<file path="src/rtl/ptc_power_sequencer.sv">
// ptc_power_sequencer: PTC rail/load power sequencing with PG and alert supervision.
// Ports: clk_axi/rst, start/stop/fault_clr/load_mask register bits, pg_*/alert_n pins in;
//   en_3v3/en_2v5/load_en enables out, state/fault/fault_code/alert_lat status out.
module ptc_power_sequencer #(
  parameter int PG_TIMEOUT_CYC   = 1_000_000,
  parameter int LOAD_STAGGER_CYC = 100_000,
  parameter int DEGLITCH_CYC     = 4,
  parameter int N_LOADS          = 6
) (
  input  logic               clk_axi,
  input  logic               rst,
  input  logic               start,
  input  logic               stop,
  input  logic               fault_clr,
  input  logic [N_LOADS-1:0] load_mask,
  input  logic               pg_3v3,
  input  logic               pg_2v5,
  input  logic [2:0]         alert_n,
  output logic               en_3v3,
  output logic               en_2v5,
  output logic [N_LOADS-1:0] load_en,
  output logic [2:0]         state,
  output logic               fault,
  output logic [1:0]         fault_code,
  output logic [2:0]         alert_lat
);
  localparam int TMAX = (PG_TIMEOUT_CYC > LOAD_STAGGER_CYC) ?
                        PG_TIMEOUT_CYC : LOAD_STAGGER_CYC;
  localparam int TW = $clog2(TMAX + 1);
  localparam int DW = $clog2(DEGLITCH_CYC + 1);
  localparam int IW = (N_LOADS > 1) ? $clog2(N_LOADS) : 1;

  localparam logic [2:0] S_IDLE     = 3'd0;
  localparam logic [2:0] S_WAIT_PG  = 3'd1;
  localparam logic [2:0] S_LOAD_ON  = 3'd2;
  localparam logic [2:0] S_RUN      = 3'd3;
  localparam logic [2:0] S_LOAD_OFF = 3'd4;
  localparam logic [2:0] S_FAULT    = 3'd5;

  localparam logic [TW-1:0] T_PG_LAST = TW'(PG_TIMEOUT_CYC - 1);
  localparam logic [TW-1:0] T_ST_LAST = TW'(LOAD_STAGGER_CYC - 1);
  localparam logic [TW-1:0] T_SAT     = TW'(TMAX);
  localparam logic [DW-1:0] D_LAST    = DW'(DEGLITCH_CYC - 1);
  localparam logic [IW-1:0] I_LAST    = IW'(N_LOADS - 1);

  logic [1:0]         rst_sync_q, rst_sync_d;
  logic [1:0]         pg_s1_q, pg_s1_d, pg_s2_q, pg_s2_d;
  logic [2:0]         al_s1_q, al_s1_d, al_s2_q, al_s2_d;
  logic               start_prev_q, start_prev_d;
  logic               stop_prev_q, stop_prev_d;
  logic               clr_prev_q, clr_prev_d;
  logic [2:0]         state_q, state_d;
  logic               en_3v3_q, en_3v3_d;
  logic               en_2v5_q, en_2v5_d;
  logic [N_LOADS-1:0] load_en_q, load_en_d;
  logic [N_LOADS-1:0] mask_q, mask_d;
  logic [IW-1:0]      idx_q, idx_d;
  logic [TW-1:0]      timer_q, timer_d;
  logic [DW-1:0]      deg_q, deg_d;
  logic               fault_q, fault_d;
  logic [1:0]         fault_code_q, fault_code_d;
  logic [2:0]         alert_lat_q, alert_lat_d;

  logic          hold;
  logic          start_edge, stop_edge, clr_edge;
  logic          pg_ok, alert_any, on, step_act, step_done;
  logic [TW-1:0] timer_inc;

  // Reset release is held for two clocks so every flop leaves reset
  // on the same edge.
  assign rst_sync_d = {rst_sync_q[0], 1'b0};
  assign hold       = rst_sync_q[1];

  assign start_edge = start & ~start_prev_q;
  assign stop_edge  = stop & ~stop_prev_q;
  assign clr_edge   = fault_clr & ~clr_prev_q;
  assign pg_ok      = &pg_s2_q;
  assign alert_any  = ~&al_s2_q;
  assign timer_inc  = (timer_q == T_SAT) ? timer_q : timer_q + 1'b1;

  always_comb begin
    pg_s1_d      = {pg_3v3, pg_2v5};
    pg_s2_d      = pg_s1_q;
    al_s1_d      = alert_n;
    al_s2_d      = al_s1_q;
    start_prev_d = start;
    stop_prev_d  = stop;
    clr_prev_d   = fault_clr;
    state_d      = state_q;
    en_3v3_d     = en_3v3_q;
    en_2v5_d     = en_2v5_q;
    load_en_d    = load_en_q;
    mask_d       = mask_q;
    idx_d        = idx_q;
    timer_d      = timer_q;
    deg_d        = deg_q;
    fault_code_d = fault_code_q;
    alert_lat_d  = alert_lat_q;
    on           = (state_q == S_LOAD_ON);
    step_act     = 1'b0;
    step_done    = 1'b0;

    unique case (state_q)
      S_IDLE: begin
        if (start_edge) begin
          mask_d   = load_mask;
          en_3v3_d = 1'b1;
          en_2v5_d = 1'b1;
          timer_d  = '0;
          deg_d    = '0;
          state_d  = S_WAIT_PG;
        end
      end
      S_WAIT_PG: begin
        timer_d = timer_inc;
        deg_d   = pg_ok ? deg_q + 1'b1 : '0;
        if (pg_ok && deg_q == D_LAST) begin
          state_d = S_LOAD_ON;
          idx_d   = '0;
          timer_d = '0;
        end else if (timer_q == T_PG_LAST) begin
          state_d      = S_FAULT;
          fault_code_d = 2'd1;
        end
      end
      S_LOAD_ON, S_LOAD_OFF: begin
        // A step staggers only when it actually toggles its load.
        step_act = on ? mask_q[idx_q] : load_en_q[idx_q];
        if (timer_q == '0) begin
          if (step_act) load_en_d[idx_q] = on;
          step_done = !step_act || (T_ST_LAST == '0);
          timer_d   = TW'(1);
        end else begin
          step_done = (timer_q == T_ST_LAST);
          timer_d   = timer_inc;
        end
        if (step_done) begin
          timer_d = '0;
          if (on) begin
            if (idx_q == I_LAST) state_d = S_RUN;
            else idx_d = idx_q + 1'b1;
          end else if (idx_q == '0) begin
            en_3v3_d = 1'b0;
            en_2v5_d = 1'b0;
            state_d  = S_IDLE;
          end else begin
            idx_d = idx_q - 1'b1;
          end
        end
      end
      S_RUN: ;
      S_FAULT: begin
        if (clr_edge && !start) begin
          state_d      = S_IDLE;
          fault_code_d = 2'd0;
          alert_lat_d  = 3'd0;
        end
      end
      default: state_d = S_IDLE;
    endcase

    if (stop_edge && (state_q == S_WAIT_PG || on || state_q == S_RUN)) begin
      state_d   = S_LOAD_OFF;
      timer_d   = '0;
      load_en_d = load_en_q;
      idx_d     = on ? idx_q : I_LAST;
    end

    if (state_q != S_IDLE && state_q != S_FAULT) begin
      if (alert_any) begin
        state_d      = S_FAULT;
        fault_code_d = 2'd3;
        alert_lat_d  = ~al_s2_q;
      end else if (state_q != S_WAIT_PG && !pg_ok) begin
        state_d      = S_FAULT;
        fault_code_d = 2'd2;
      end
    end

    if (state_d == S_FAULT) begin
      en_3v3_d  = 1'b0;
      en_2v5_d  = 1'b0;
      load_en_d = '0;
    end
    fault_d = (state_d == S_FAULT);

    if (hold) begin
      pg_s1_d      = '0;
      pg_s2_d      = '0;
      al_s1_d      = '1;
      al_s2_d      = '1;
      start_prev_d = 1'b0;
      stop_prev_d  = 1'b0;
      clr_prev_d   = 1'b0;
      state_d      = S_IDLE;
      en_3v3_d     = 1'b0;
      en_2v5_d     = 1'b0;
      load_en_d    = '0;
      mask_d       = '0;
      idx_d        = '0;
      timer_d      = '0;
      deg_d        = '0;
      fault_d      = 1'b0;
      fault_code_d = 2'd0;
      alert_lat_d  = 3'd0;
    end
  end

  always_ff @(posedge clk_axi or posedge rst) begin
    if (rst) begin
      rst_sync_q   <= 2'b11;
      pg_s1_q      <= '0;
      pg_s2_q      <= '0;
      al_s1_q      <= '1;
      al_s2_q      <= '1;
      start_prev_q <= 1'b0;
      stop_prev_q  <= 1'b0;
      clr_prev_q   <= 1'b0;
      state_q      <= S_IDLE;
      en_3v3_q     <= 1'b0;
      en_2v5_q     <= 1'b0;
      load_en_q    <= '0;
      mask_q       <= '0;
      idx_q        <= '0;
      timer_q      <= '0;
      deg_q        <= '0;
      fault_q      <= 1'b0;
      fault_code_q <= 2'd0;
      alert_lat_q  <= 3'd0;
    end else begin
      rst_sync_q   <= rst_sync_d;
      pg_s1_q      <= pg_s1_d;
      pg_s2_q      <= pg_s2_d;
      al_s1_q      <= al_s1_d;
      al_s2_q      <= al_s2_d;
      start_prev_q <= start_prev_d;
      stop_prev_q  <= stop_prev_d;
      clr_prev_q   <= clr_prev_d;
      state_q      <= state_d;
      en_3v3_q     <= en_3v3_d;
      en_2v5_q     <= en_2v5_d;
      load_en_q    <= load_en_d;
      mask_q       <= mask_d;
      idx_q        <= idx_d;
      timer_q      <= timer_d;
      deg_q        <= deg_d;
      fault_q      <= fault_d;
      fault_code_q <= fault_code_d;
      alert_lat_q  <= alert_lat_d;
    end
  end

  assign en_3v3     = en_3v3_q;
  assign en_2v5     = en_2v5_q;
  assign load_en    = load_en_q;
  assign state      = state_q;
  assign fault      = fault_q;
  assign fault_code = fault_code_q;
  assign alert_lat  = alert_lat_q;
endmodule

</file>
<file path="config.mk">
export PLATFORM = sky130hd
export DESIGN_NAME = ptc_power_sequencer
export DESIGN_NICKNAME = d
export VERILOG_FILES = /design/src/rtl/ptc_power_sequencer.sv
export SDC_FILE = /design/constraint.sdc
export NUM_CORES = 1
export LEC_CHECK = 0
export ABC_AREA = 1
export CAP_MARGIN = 20
export CELL_PAD_IN_SITES_DETAIL_PLACEMENT = 1
export CELL_PAD_IN_SITES_GLOBAL_PLACEMENT = 2
export CORE_MARGIN = 2
export CORE_UTILIZATION = 34
export DETAILED_ROUTE_END_ITERATION = 6
export GPL_ROUTABILITY_DRIVEN = 0
export PLACE_DENSITY_LB_ADDON = 0.25
export SETUP_SLACK_MARGIN = 0.2
export SLEW_MARGIN = 20
export SYNTH_ARGS = -nofsm -noshare
export SYNTH_HDL_FRONTEND = slang
export SYNTH_SLANG_ARGS = --single-unit
</file>
<file path="constraint.sdc">
create_clock -name clk_axi -period 2.7 [get_ports clk_axi]
set_input_delay 0.54 -clock clk_axi [delete_from_list [all_inputs] [get_ports clk_axi]]
set_output_delay 0.54 -clock clk_axi [all_outputs]
set_load 0.02 [all_outputs]
</file>
==> results.cfg <==
[status]
status = completed

[power]
swShare_pct = 43.1
leakage_nw = 1.99
power.density_nw_per_um2 = 790
ir_drop_v = 0.000326
pwr-share-comb_pct = 41.8
total_power_mw = 3.38
p_int_mw = 1.92
power_switching_mw = 1.46
pwr-share-seq_pct = 33.9
pwr-share-clk_pct = 24.3

[synthesis]
synthCells = 474
yosysUniqueCellTypes = 42
avgSynthCellArea_um2 = 7.60
synth-seq-area-share_pct = 44.0
netlist_area_um2 = 3600
yosysWarnings = 0
synth-seq-cells = 63
syn_nets = 495

[global_route]
grt-ovfl-total = 0
grt_pass1_wl_mm = 17.5
grt_max_degree = 27
antenna_found_initial = 0
grt_usage_pct = 19.6
grt_pass1_vias = 3534

[clocking]
clkTransAtPathRegs_ps = 70
clkLatencyLatePin_ps = 350
numCtsBuffers = 9
cts_tree = built
cts_sinks = 63
cts-root-buf = clkbuf_8
cts.path.max_buffers = 2
cts_hold_buf = 0
post_cts.repair.setup_buffers = 0
htreeDepth = 3

[detailed_routing]
drt-met1-wl_mm = 4.99
route.detailed.drc = 0
postRouteAntennaNets = 0
via_count = 3221
routed_wl_mm = 10.1
met3_wirelength_um = 202
drt_first_iter_violations = 110
via_per_inst = 4.93
drt_pass1_iterations = 4
wl_per_cell_um = 15.5
wl_met2_mm = 4.71
route.top_layer_used = met4

[floorplanning]
fp.dieH_um = 107
start_util_pct = 34.9
die-area_um2 = 11400
die_x_um = 107
design.portCount = 33
row_count = 37
core_um2 = 10300

[final_layout]
area_delta_synth_final_pct = 18.7
n_fill_cell = 1285
stdcell_count = 653
regArea_um2 = 1590
multi_input_area_um2 = 1680
post-route-util_pct = 41.4
diodes = 0
drive_gt1_share_pct = 13.0
nets = 533

[timing]
finalSetupViolCount = 0
tns_ps = 0
tightest_slew_ps = 527
whs_ps = 363
finalHoldViolations = 0
max_slew_margin_pct = 64.8
slew_viol_final = 0
post-route-period-util_pct = 82.2
rsz0062_at_grt = no
min_period_ps = 2220
fmax_mhz = 451
skew_ps = 10.6

[placed_design]
dp_cells = 637
port_buffers = 32
hpwl_mm = 7.70

[worst_setup_path]
setup.worst_path.class = reg -> reg
cp_data_required_time_ps = 2930
r2r_end = load_en[1]
critPathCapture = load_en[1]
crit_fanout = 7
rr_worst_depth = 14
rrSetupSlack_ps = 480
crit_path_end_kind = flip-flop
cp-start-kind = flip-flop
worstSetupStartpoint = timer_q[1]
r2r_start = timer_q[1]
arrival_ps = 2450

[worst_hold_path]
hold_path.class = reg -> reg
whs_path_depth = 0

[flow_run]
drv_cap = 0
worst min-delay path by stage:
stage                              from            end  slack (ps)
after floorplan           rst_sync_q[0]  rst_sync_q[1]         350
after global placement    rst_sync_q[0]  rst_sync_q[1]         350
after detailed placement  rst_sync_q[0]  rst_sync_q[1]         350
after CTS                 rst_sync_q[0]  rst_sync_q[1]         370
after global routing      rst_sync_q[0]  rst_sync_q[1]         370
final                     rst_sync_q[0]  rst_sync_q[1]         360
cell usage after synthesis (all sizes together):
library cell	count	area share, %
nor3	13	2.1
nand3b	1	0.21
fa	1	0.56
xor2	14	3.4
dfrtp	55	38
conb	1	0.10
nand4	10	1.7
buf	8	1.5
nand3	37	5.6
o22ai	13	2.4
or2	7	1.3
dfstp	8	5.8
clkbuf	2	0.21
nor4	5	1.0
o31ai	1	0.21
a31oi	1	0.17
nor2	68	7.6
inv	75	8.0
o21ai	23	3.4
nand2	106	12
a211oi	2	0.42
a21oi	15	2.1
o21a	2	0.42
a2111oi	1	0.24
ha	4	1.4
o211ai	1	0.21
repair_timing:
action,in CTS,in global routing
resized for setup,0,3
endpoints found under the hold margin,0,0
setup endpoints to repair,0,5
worst max-delay path, stage by stage (launching register included):
cell     delay, ps
dfrtp_1        420
ha_1           200
nand2_1        120
nor2_1         210
nand2_1        130
nor3_1         170
nand3_1        160
nand2_1        140
nor2_1          50
nand3_1         80
nand2_1         80
nand2_1        100
nand2_2         80
nand2_4        100
nor2_1          60
state kept, by name (all words and copies together), names as in the netlist, 3 cells and up:
name / cells
idx_q: 3
load_en: 6
state: 3
al_s1_q: 3
al_s2_q: 3
deg_q: 3
mask_q: 6
alert_lat: 3
timer_q: 20
cells in the final DEF, fill, tap and decap left out, types with 2 or more instances in the layout:
cell	synthesis	routed
inv_4	2	2
dfstp_2	8	8
nand2_2	6	5
inv_1	66	65
clkinv_2	0	3
xor2_1	14	14
o21ai_2	2	2
ha_1	4	4
nor4_1	4	4
nor2_1	62	61
o21ai_1	3	4
nand4_1	10	10
o21a_1	2	2
nor3_2	2	2
a211oi_1	2	2
a21oi_1	15	15
o21ai_0	18	17
dfrtp_1	55	55
o22ai_1	12	12
clkbuf_8	0	9
nor3_1	11	11
nand2_4	1	2
or2_2	6	6
nand2_1	99	99
buf_4	3	4
clkdlybuf4s50_1	0	32
nor2_2	5	6
inv_2	7	8
nand3_1	35	35
layout make-up:
cell class,count,share of cell area [%]
multi-input combinational,326,39.2
sequential,63,37.1
timing repair buffer,37,8.65
inverter,75,6.70
tap,136,3.98
clock buffer,10,2.98
clock inverter,6,1.43
cell families (layout without fill, tap and decap cells):
| logic type | count (synthesis) | after routing | synth area share (%) |
|---|---|---|---|
| XOR/XNOR | 14 | 14 | 3.40 |
| other | 1 | 1 | 0.104 |
| AO/OA/AOI/OAI | 59 | 59 | 9.58 |
| adder cells (fa/ha/maj) | 5 | 5 | 1.94 |
| flip-flops | 63 | 63 | 44.0 |
| buffers and inverters | 85 | 128 | 9.65 |
| AND/OR/NAND/NOR | 247 | 247 | 31.3 |
layer usage:
layer  GRT usage (%)  up-vias
li1                -     1586
met2            31.7       37
met5               0        -
met4            7.05        0
met1            26.5     1580
met3            3.10       18
power by group through the flow:
stage	clock (mW)	sequential, mW	combinational [mW]
floorplan	0	1.16	0.966
finish	0.822	1.15	1.41
global placement	0	1.16	1.40
detailed placement	0	1.16	1.40
CTS	0.843	1.15	1.41
global route	0.890	1.16	1.61
stage by stage:
| step | cell area (um2) | setup WS (ps) |
|---|---|---|
| global route | 4280 | 203 |
| finish | 4280 | 481 |
| detailed placement | 4080 | 288 |
| global placement | 4080 | 346 |
| floorplan | 3600 | 603 |
| CTS | 4270 | 452 |
Power figures use the tool's default switching activity.
